### config.mk
export PLATFORM = sky130hd
export DESIGN_NAME = logic_issue_stage_flat
export DESIGN_NICKNAME = d
export VERILOG_FILES = /design/src/rtl/logic_issue_stage_pkg.sv /design/src/rtl/logic_issue_stage_if.sv /design/src/rtl/logic_issue_stage_operand_fwd.sv /design/src/rtl/logic_issue_stage.sv /design/src/flat_wrapper.sv
export SDC_FILE = /design/constraint.sdc
export NUM_CORES = 1
export LEC_CHECK = 0
export BUFFER_PORTS_ARGS = -buffer_cell sky130_fd_sc_hd__buf_2
export CORE_AREA = 2 2 144 146
export DETAILED_ROUTE_END_ITERATION = 16
export DIE_AREA = 0 0 146 148
export HOLD_SLACK_MARGIN = 0.02
export PLACE_DENSITY_LB_ADDON = 0.2
export SLEW_MARGIN = 10
export SYNTH_ARGS = -nofsm -noshare
export SYNTH_HDL_FRONTEND = slang
export SYNTH_HIERARCHICAL = 1
export SYNTH_SLANG_ARGS = --single-unit
### constraint.sdc
create_clock -name clk -period 2.7 [get_ports clk]
set_clock_uncertainty 0.1 [all_clocks]
set_input_delay 0.27 -clock clk [delete_from_list [all_inputs] [get_ports clk]]
set_output_delay 0.27 -clock clk [all_outputs]
set_load 0.005 [all_outputs]
### src/rtl/logic_issue_stage_pkg.sv
// Shared types for the logic issue stage and the logic unit it feeds.
package logic_pkg;
    localparam int LOGIC_DATA_W = 32;
    localparam int LOGIC_IDX_W  = 5;

    typedef enum logic [2:0] {
        OP_AND = 3'b000,
        OP_OR  = 3'b001,
        OP_XOR = 3'b010
    } logic_op_e;

    localparam logic [2:0] FUNCT3_AND = 3'b111;
    localparam logic [2:0] FUNCT3_OR  = 3'b110;
    localparam logic [2:0] FUNCT3_XOR = 3'b100;

    typedef struct packed {
        logic [LOGIC_DATA_W-1:0] a;
        logic [LOGIC_DATA_W-1:0] b;
        logic_op_e               op;
        logic [LOGIC_IDX_W-1:0]  rd;
    } issue_entry_t;

    function automatic logic funct3_legal(input logic [2:0] f3);
        return (f3 == FUNCT3_AND) || (f3 == FUNCT3_OR) || (f3 == FUNCT3_XOR);
    endfunction

    function automatic logic_op_e funct3_to_op(input logic [2:0] f3);
        case (f3)
            FUNCT3_OR:  return OP_OR;
            FUNCT3_XOR: return OP_XOR;
            default:    return OP_AND;
        endcase
    endfunction
endpackage

### src/rtl/logic_issue_stage_if.sv
// Micro-op in, writeback snoop, and logic-unit out for the issue stage.
interface logic_issue_stage_if #(
    parameter int DATA_WIDTH = 32,
    parameter int REG_IDX_W  = 5
);
    logic                  in_valid;
    logic                  in_ready;
    logic [2:0]            in_funct3;
    logic [REG_IDX_W-1:0]  in_rs1_idx;
    logic [REG_IDX_W-1:0]  in_rs2_idx;
    logic [DATA_WIDTH-1:0] in_rs1_val;
    logic [DATA_WIDTH-1:0] in_rs2_val;
    logic [DATA_WIDTH-1:0] in_imm;
    logic                  in_use_imm;
    logic [REG_IDX_W-1:0]  in_rd;
    logic                  wb_valid;
    logic [REG_IDX_W-1:0]  wb_rd;
    logic [DATA_WIDTH-1:0] wb_data;
    logic                  out_valid;
    logic                  out_ready;
    logic [DATA_WIDTH-1:0] a;
    logic [DATA_WIDTH-1:0] b;
    logic [2:0]            operation;
    logic [REG_IDX_W-1:0]  out_rd;
    logic                  illegal_op;

    modport slave (
        input  in_valid, in_funct3, in_rs1_idx, in_rs2_idx, in_rs1_val, in_rs2_val,
               in_imm, in_use_imm, in_rd, wb_valid, wb_rd, wb_data, out_ready,
        output in_ready, out_valid, a, b, operation, out_rd, illegal_op
    );

    modport master (
        output in_valid, in_funct3, in_rs1_idx, in_rs2_idx, in_rs1_val, in_rs2_val,
               in_imm, in_use_imm, in_rd, wb_valid, wb_rd, wb_data, out_ready,
        input  in_ready, out_valid, a, b, operation, out_rd, illegal_op
    );
endinterface

### src/rtl/logic_issue_stage_operand_fwd.sv
// Source operand select: x0 reads zero, then writeback bypass, then register file.
module operand_fwd #(
    parameter int DATA_WIDTH = 32,
    parameter int REG_IDX_W  = 5
) (
    input  logic [REG_IDX_W-1:0]  idx,
    input  logic [DATA_WIDTH-1:0] rf_val,
    input  logic                  wb_valid,
    input  logic [REG_IDX_W-1:0]  wb_rd,
    input  logic [DATA_WIDTH-1:0] wb_data,
    output logic [DATA_WIDTH-1:0] operand
);
    always_comb begin
        if (idx == '0)
            operand = '0;
        else if (wb_valid && wb_rd == idx)
            operand = wb_data;
        else
            operand = rf_val;
    end
endmodule

### src/rtl/logic_issue_stage.sv
// Issue stage ahead of the logic unit: funct3 decode, operand select, 2-entry skid buffer.
module logic_issue_stage
    import logic_pkg::*;
#(
    parameter int DATA_WIDTH = LOGIC_DATA_W,
    parameter int REG_IDX_W  = LOGIC_IDX_W
) (
    input logic                clk,
    input logic                rst,
    logic_issue_stage_if.slave bus
);
    typedef enum logic [1:0] {S_EMPTY, S_ONE, S_FULL} occ_e;

    occ_e         state, state_nxt;
    issue_entry_t out_q, skid_q, in_entry;
    logic         illegal_q;
    logic         accept, legal, push, drain;
    logic         load_out, load_skid, out_from_skid;
    logic [DATA_WIDTH-1:0] rs1_op, rs2_op;

    operand_fwd #(.DATA_WIDTH(DATA_WIDTH), .REG_IDX_W(REG_IDX_W)) u_fwd_rs1 (
        .idx(bus.in_rs1_idx), .rf_val(bus.in_rs1_val), .wb_valid(bus.wb_valid),
        .wb_rd(bus.wb_rd), .wb_data(bus.wb_data), .operand(rs1_op)
    );

    operand_fwd #(.DATA_WIDTH(DATA_WIDTH), .REG_IDX_W(REG_IDX_W)) u_fwd_rs2 (
        .idx(bus.in_rs2_idx), .rf_val(bus.in_rs2_val), .wb_valid(bus.wb_valid),
        .wb_rd(bus.wb_rd), .wb_data(bus.wb_data), .operand(rs2_op)
    );

    assign bus.in_ready = (state != S_FULL) && !rst;
    assign accept       = bus.in_valid && bus.in_ready;
    assign legal        = funct3_legal(bus.in_funct3);
    assign push         = accept && legal;
    assign drain        = (state != S_EMPTY) && bus.out_ready;

    always_comb begin
        in_entry.a  = rs1_op;
        in_entry.b  = bus.in_use_imm ? bus.in_imm : rs2_op;
        in_entry.op = funct3_to_op(bus.in_funct3);
        in_entry.rd = bus.in_rd;
    end

    always_ff @(posedge clk) begin
        if (rst) state <= S_EMPTY;
        else     state <= state_nxt;
    end

    // FULL never sees a push: in_ready is low there, so only the drain path matters.
    always_comb begin
        state_nxt     = state;
        load_out      = 1'b0;
        load_skid     = 1'b0;
        out_from_skid = 1'b0;
        case (state)
            S_EMPTY: if (push) begin
                state_nxt = S_ONE;
                load_out  = 1'b1;
            end
            S_ONE: begin
                if (push && drain) begin
                    load_out = 1'b1;
                end else if (push) begin
                    state_nxt = S_FULL;
                    load_skid = 1'b1;
                end else if (drain) begin
                    state_nxt = S_EMPTY;
                end
            end
            S_FULL: if (drain) begin
                state_nxt     = S_ONE;
                out_from_skid = 1'b1;
            end
            default: state_nxt = S_EMPTY;
        endcase
    end

    always_ff @(posedge clk) begin
        if (rst) begin
            out_q     <= '0;
            skid_q    <= '0;
            illegal_q <= 1'b0;
        end else begin
            if (load_out)           out_q  <= in_entry;
            else if (out_from_skid) out_q  <= skid_q;
            if (load_skid)          skid_q <= in_entry;
            illegal_q <= accept && !legal;
        end
    end

    assign bus.out_valid  = (state != S_EMPTY);
    assign bus.a          = out_q.a;
    assign bus.b          = out_q.b;
    assign bus.operation  = out_q.op;
    assign bus.out_rd     = out_q.rd;
    assign bus.illegal_op = illegal_q;
endmodule

### src/flat_wrapper.sv
// flat-port wrapper written by rule: the top's interface ports become plain ports
module logic_issue_stage_flat import logic_pkg::*;
#(
    parameter int DATA_WIDTH = LOGIC_DATA_W,
    parameter int REG_IDX_W  = LOGIC_IDX_W
)
  (clk, rst, bus_in_valid, bus_in_funct3, bus_in_rs1_idx, bus_in_rs2_idx, bus_in_rs1_val, bus_in_rs2_val, bus_in_imm, bus_in_use_imm, bus_in_rd, bus_wb_valid, bus_wb_rd, bus_wb_data, bus_out_ready, bus_in_ready, bus_out_valid, bus_a, bus_b, bus_operation, bus_out_rd, bus_illegal_op);
  logic_issue_stage_if #(.DATA_WIDTH(DATA_WIDTH), .REG_IDX_W(REG_IDX_W)) bus_i ();
  input logic clk;
  input logic rst;
  input wire logic [$bits(bus_i.in_valid)-1:0] bus_in_valid;
  input wire logic [$bits(bus_i.in_funct3)-1:0] bus_in_funct3;
  input wire logic [$bits(bus_i.in_rs1_idx)-1:0] bus_in_rs1_idx;
  input wire logic [$bits(bus_i.in_rs2_idx)-1:0] bus_in_rs2_idx;
  input wire logic [$bits(bus_i.in_rs1_val)-1:0] bus_in_rs1_val;
  input wire logic [$bits(bus_i.in_rs2_val)-1:0] bus_in_rs2_val;
  input wire logic [$bits(bus_i.in_imm)-1:0] bus_in_imm;
  input wire logic [$bits(bus_i.in_use_imm)-1:0] bus_in_use_imm;
  input wire logic [$bits(bus_i.in_rd)-1:0] bus_in_rd;
  input wire logic [$bits(bus_i.wb_valid)-1:0] bus_wb_valid;
  input wire logic [$bits(bus_i.wb_rd)-1:0] bus_wb_rd;
  input wire logic [$bits(bus_i.wb_data)-1:0] bus_wb_data;
  input wire logic [$bits(bus_i.out_ready)-1:0] bus_out_ready;
  output wire logic [$bits(bus_i.in_ready)-1:0] bus_in_ready;
  output wire logic [$bits(bus_i.out_valid)-1:0] bus_out_valid;
  output wire logic [$bits(bus_i.a)-1:0] bus_a;
  output wire logic [$bits(bus_i.b)-1:0] bus_b;
  output wire logic [$bits(bus_i.operation)-1:0] bus_operation;
  output wire logic [$bits(bus_i.out_rd)-1:0] bus_out_rd;
  output wire logic [$bits(bus_i.illegal_op)-1:0] bus_illegal_op;
  assign bus_i.in_valid = bus_in_valid;
  assign bus_i.in_funct3 = bus_in_funct3;
  assign bus_i.in_rs1_idx = bus_in_rs1_idx;
  assign bus_i.in_rs2_idx = bus_in_rs2_idx;
  assign bus_i.in_rs1_val = bus_in_rs1_val;
  assign bus_i.in_rs2_val = bus_in_rs2_val;
  assign bus_i.in_imm = bus_in_imm;
  assign bus_i.in_use_imm = bus_in_use_imm;
  assign bus_i.in_rd = bus_in_rd;
  assign bus_i.wb_valid = bus_wb_valid;
  assign bus_i.wb_rd = bus_wb_rd;
  assign bus_i.wb_data = bus_wb_data;
  assign bus_i.out_ready = bus_out_ready;
  assign bus_in_ready = bus_i.in_ready;
  assign bus_out_valid = bus_i.out_valid;
  assign bus_a = bus_i.a;
  assign bus_b = bus_i.b;
  assign bus_operation = bus_i.operation;
  assign bus_out_rd = bus_i.out_rd;
  assign bus_illegal_op = bus_i.illegal_op;
  logic_issue_stage #(.DATA_WIDTH(DATA_WIDTH), .REG_IDX_W(REG_IDX_W)) u_core (.clk(clk), .rst(rst), .bus(bus_i));
endmodule
## Word-level counts from Yosys, hierarchy flattened

Index checks and enable logic that the tools add are counted.

- Latch bits: 0
- Output and inout bits: 75
- ROM bits: 0
- Bits in registers: 147
- Memories: 0
- Memory bits (writable): 0

- Multipliers: 0
- Multiplexer cells: 21
- Shift-type cells: 0
- Reduce and logical (&&, ||, !) cells: 18
- Order comparisons: 0
- Divide/modulo/power cells: 0
- Eq/ne operators: 12
- Bitwise logic cells: 0
- Add/sub/neg operators: 0

Operators with widths:

| kind | number |
|---|---|
| $mux W32 | 5 |
| $mux W72 | 2 |
| $eq A5 B5 Y1 | 2 |
| $logic_not A5 Y1 | 2 |
| $mux W2 | 5 |
| $eq A3 B3 Y1 const B | 3 |
| $logic_and A1 B1 Y1 | 8 |
| $mux W1 | 6 |
| $pmux W2 S3 | 1 |
| $ne A2 B1 Y1 const B | 2 |
| $ne A2 B2 Y1 const B | 2 |
| $pmux W2 S2 | 1 |
| $reduce_and A4 Y1 | 1 |
| $reduce_bool A2 Y1 | 2 |
| $ne A3 B1 Y1 const B | 1 |
| $eq A2 B1 Y1 const B | 1 |
| $eq A2 B2 Y1 const B | 1 |
| $logic_not A1 Y1 | 2 |
| $logic_not A2 Y1 | 1 |
| $logic_or A1 B1 Y1 | 2 |
| $pmux W1 S2 | 1 |

## Depth between registers and ports, before layout

- Depth in word-level cells: 8
- Depth in mapped cells: 9

## By module

Netlist, hierarchy kept.

Modules (own cells, without submodules):

| module | instances | cells an instance | area an instance (um^2) | sequential area each (um^2) |
|---|---|---|---|---|
| logic_issue_stage | 1 | 714 | 6834.1 | 2902.8 |
| operand_fwd | 2 | 123 | 645.6 | 0.0 |

## Worst setup path after synthesis

OpenSTA, ideal clock, no wires.

- Path type: input -> register
- Start: input port bus_in_rs2_idx[1]
- End: register u_core/skid_q[11] (netlist bit)
- Setup slack: 0.726 ns
- Arrival time: 1.753 ns
- Library setup time: 0.121 ns
- Stages: 7
- Cell sequence: xor2_1 > nor4_4 > and2_1 > buf_4 > o21ai_1 > mux2_2 > mux2_4

- Word-level cells in the longest chain between the ends: 5

Ends and longest elaborated chain:

| what | line | text |
|---|---|---|
| start, declared | flat_wrapper.sv:14 | `input wire logic [$bits(bus_i.in_rs2_idx)-1:0] bus_in_rs2_idx;` |
| $eq A5 B5 Y1 | logic_issue_stage_operand_fwd.sv:16 | `else if (wb_valid && wb_rd == idx)` |
| $logic_and A1 B1 Y1 | logic_issue_stage_operand_fwd.sv:16 |  |
| $mux W32 | logic_issue_stage_operand_fwd.sv:16 |  |
| $mux W32 (*) | logic_issue_stage_operand_fwd.sv:14 | `if (idx == '0)` |
| net u_core.rs2_op[3] | logic_issue_stage.sv:19 | `logic [DATA_WIDTH-1:0] rs1_op, rs2_op;` |
| $mux W32 (*) | logic_issue_stage.sv:39 | `in_entry.b = bus.in_use_imm ? bus.in_imm : rs2_op;` |
| end signal, assigned | logic_issue_stage.sv:86 | `if (load_skid) skid_q <= in_entry;` |
| end, declared | logic_issue_stage.sv:15 | `issue_entry_t out_q, skid_q, in_entry;` |

Mark *: on every way through the listed nets, which the timed path passes. The rest lies on a longest branch.
A chain may end at the register's enable or synchronous reset.

## Worst setup path in the final report

- Start: register u_core.state[1]
- End: register u_core.out_q, in the netlist u_core/bus.b[20]

- Word-level cells in the longest chain between the ends: 8

Ends and longest elaborated chain:

| what | line | text |
|---|---|---|
| start, declared | logic_issue_stage.sv:14 | `occ_e state, state_nxt;` |
| start signal, assigned | logic_issue_stage.sv:46 | `else state <= state_nxt;` |
| $ne A2 B2 Y1 | logic_issue_stage.sv:31 | `assign bus.in_ready = (state != S_FULL) && !rst;` |
| $logic_and A1 B1 Y1 | logic_issue_stage.sv:31 |  |
| $logic_and A1 B1 Y1 | logic_issue_stage.sv:32 | `assign accept = bus.in_valid && bus.in_ready;` |
| $logic_and A1 B1 Y1 | logic_issue_stage.sv:34 | `assign push = accept && legal;` |
| $logic_and A1 B1 Y1 | logic_issue_stage.sv:61 | `if (push && drain) begin` |
| $mux W1 | logic_issue_stage.sv:61 |  |
| $pmux W1 S2 | logic_issue_stage.sv:55 | `case (state)` |
| $mux W72 / $reduce_bool A2 Y1 (equally long branches) | - |  |
| end signal, assigned | logic_issue_stage.sv:84 | `if (load_out) out_q <= in_entry;` |
| end signal, assigned | logic_issue_stage.sv:85 | `else if (out_from_skid) out_q <= skid_q;` |
| end, declared | logic_issue_stage.sv:15 |  |

Several ways; a longest one is shown, not always the timed one.

==> flow_metrics.env <==
export IMPL_status="complete, no violations"
export IMPL_grt_setup_unrepaired="false"
export IMPL_worstSetupEndpointType="flop"
export IMPL_fin_hold_ws_ps=55.62
export IMPL_hold_path_class="input port to flop"
export IMPL_final_util_pct=50.12
export IMPL_overall_die_width_um=146
export IMPL_drc_errors=0
export IMPL_finalHoldViolations=0
export IMPL_cts_hold_buffers_added=6
export IMPL_detail_route_wl_per_cell_um=20.65
export IMPL_place_hpwl_um=18990
export IMPL_drtIter0Drc=775
export IMPL_tritoncts="yes"
export IMPL_cp_max_fo=42
export IMPL_post_cts_resize_count=0
export IMPL_clk_latency_ps=420
export IMPL_post_cts_setup_buffers=0
export IMPL_io_buffer_count=230
export IMPL_totalNegativeSetupSlack_ps=0
export IMPL_vias=8159
export IMPL_drt_pass1_iterations=5
export IMPL_grt_start_max_net_pins=147
export IMPL_final_period_minus_worst_setup_slack_ps=2184
export IMPL_setup_worst_path_start_class="flop"
export IMPL_relative_slew_margins_pct=51.88
export IMPL_final_instance_count_excl_fill=1415
export IMPL_clock_sinks=145
export IMPL_synth_cells=960
export IMPL_final_setup_worst_slack_ps=516.0
export IMPL_cts_made_buffers=17
export IMPL_power_leakage_nw=4.341
export IMPL_worst_setup_hold_path_clk_slew_ps=60
export IMPL_report_power_total_mw=5.236
export IMPL_synth_edff_count=0
export IMPL_irDropWorstVdd_uv=429.1
export IMPL_ys_flop_type="dfxtp_1"
export IMPL_antenna_violating_nets_left=0
export IMPL_critical_path_arrival_ps=2400
export IMPL_placedCellCount=1373
export IMPL_rr_endpoint="u_core/bus.b[20]"
export IMPL_vias_per_cell=5.766
export IMPL_layout_cell_area_non_filler_um2=10040
export IMPL_timing_setup_critical_path_class="flop to flop"
export IMPL_max_freq_mhz=457.9
export IMPL_wirelength_um=29220
export IMPL_period_share_pct=80.89
export IMPL_layout_cells_most_common="buf_2"
export IMPL_synth_yosys_seq_area_share_pct=35.73
export IMPL_clock_root_buffer="clkbuf_16"
export IMPL_timing_max_cap_violations=0
export IMPL_clock_tree_buffer_depth=2
export IMPL_n_fill_cell=2001
export IMPL_groute_usage_overall_pct=26.18
export IMPL_area_growth_synth_to_final_pct=23.61
export IMPL_grt_overflow_total=0
export IMPL_floorplan_die_height_um=148
export IMPL_regToRegStartpoint="u_core/state[1]"
export IMPL_htreeDepth=4
export IMPL_power_per_cell_area_nw_per_um2=521.4
export IMPL_worstMarginPinSlew_ps=721.7
export IMPL_endpoint="u_core/bus.b[20]"
export IMPL_synth_async_reset_ratio_pct=0
export IMPL_final_net_count=1285
export IMPL_fin_max_slew_vios=0
export IMPL_dp_worst_setup_slack_ps=428.3
export IMPL_layout_cells_most_common_list="buf_2, nand2_1, dfxtp_1"
export IMPL_area_after_detailed_placement_um2=9415
export IMPL_syn_area_um2=8125
export IMPL_syn_area_per_cell_um2=8.464
export IMPL_syn_num_nets=1117
export IMPL_synth_seq_cells=145
export IMPL_area_of_the_multi_input_gates_um2=4618
export IMPL_gp_congestion=0.8947
export IMPL_core_region_area_um2=20040
export IMPL_floorplan_die_area_um2=21610
export IMPL_via_count_of_the_first_global_routing_pass=7704
export IMPL_r2r_cells=5
export IMPL_crit_start="u_core/state[1]"
export IMPL_layout_drive_gt1_share_pct=31.81
export IMPL_fp_row_count=52
export IMPL_setup_slack_of_the_worst_register_to_register_path_ps=520
export IMPL_finalSetupViolCount=0
export IMPL_synthDistinctLibCells=42
export IMPL_worst_endpoint_required_ps=2920
export IMPL_antenna_found_initial=5
export IMPL_ys_warnings_count=6
export IMPL_grt_pass1_wl_um=44290
export IMPL_num_io_pins=232
export IMPL_sequential_cell_area_um2=2903
export IMPL_floorplan_initialDensity_pct=40.55
## cell families after synthesis
group / count (synthesis) / share of synthesized area, %
multiplexers: 96 / 14.27
XOR/XNOR: 10 / 1.078
other: 1 / 0.04615
flip-flops: 145 / 35.73
buffers and inverters: 144 / 8.100
AND/OR/NAND/NOR: 375 / 23.88
AO/OA/AOI/OAI: 189 / 16.89
## state kept, by name (all words and copies together), names as in the netlist
signal,count
u_core/bus.a,32
u_core/bus.b,32
u_core/bus.out_rd,5
u_core/skid_q,71
u_core/state,2
u_core/bus.operation,2
u_core/bus.illegal_op,1
## where the power goes
part / total [mW] / switching (mW) / internal [mW] / leakage, nW
registers: 2.24 / 0.0364 / 2.20 / 1.18
clock network: 2.27 / 0.968 / 1.30 / 0.256
logic: 0.734 / 0.430 / 0.304 / 2.91
## critical path: stages (launching register included)
cell	delay (ps)
dfxtp_1	380
and4bb_2	360
buf_4	480
nand3_2	120
buf_4	310
a311oi_1	300
## metal layers
metal	global-route usage, %	wire length [um]
met1	36.53	13090
met4	7.233	484
met2	40.71	13300
met3	6.049	2335
met5	0	16
## Yosys cell counts (3+ instances only)
library cell,instances,area (um2)
mux2_4,32,480.5
dfxtp_1,145,2903
nand2b_1,30,187.7
o31ai_1,6,45.04
o21ai_1,20,100.1
nand2_1,173,649.4
nor4_1,38,237.7
a221oi_1,32,280.3
buf_6,6,67.56
mux2_2,31,349.1
nand4_1,69,431.7
o21ai_0,44,220.2
mux2i_1,33,330.3
inv_1,30,112.6
buf_2,28,140.1
buf_4,10,75.07
and2_1,4,25.02
a21oi_1,5,25.02
a211oi_1,3,22.52
nor2b_1,39,244.0
a311oi_1,38,332.8
nor2_1,5,18.77
buf_1,8,30.03
nor3_1,6,30.03
a31oi_1,5,31.28
clkbuf_1,62,232.7
xor2_1,8,70.07
a32oi_1,31,271.5
## worst min-delay path by stage
stage | startpoint | to | depth (start not counted)
after CTS | bus_in_valid | u_core/bus.illegal_op | 3
after global placement | u_core/skid_q[6] | u_core/skid_q[6] | 1
after detailed placement | u_core/skid_q[6] | u_core/skid_q[6] | 1
after floorplan | bus_out_ready | u_core/state[1] | 1
after global routing | bus_in_valid | u_core/bus.illegal_op | 3
final | bus_in_valid | u_core/bus.illegal_op | 3
## area by class of cell
type	instances	share of cell area, %
Multi-Input combinational cell	671	45.98
Tap cell	270	3.364
Clock inverter	11	1.071
Clock buffer	21	4.485
Inverter	30	1.121
Timing Repair Buffer	263	14.97
Sequential cell	145	28.90
Antenna cell	4	0.09966
Note: power is estimated with default switching activity, not from simulation.
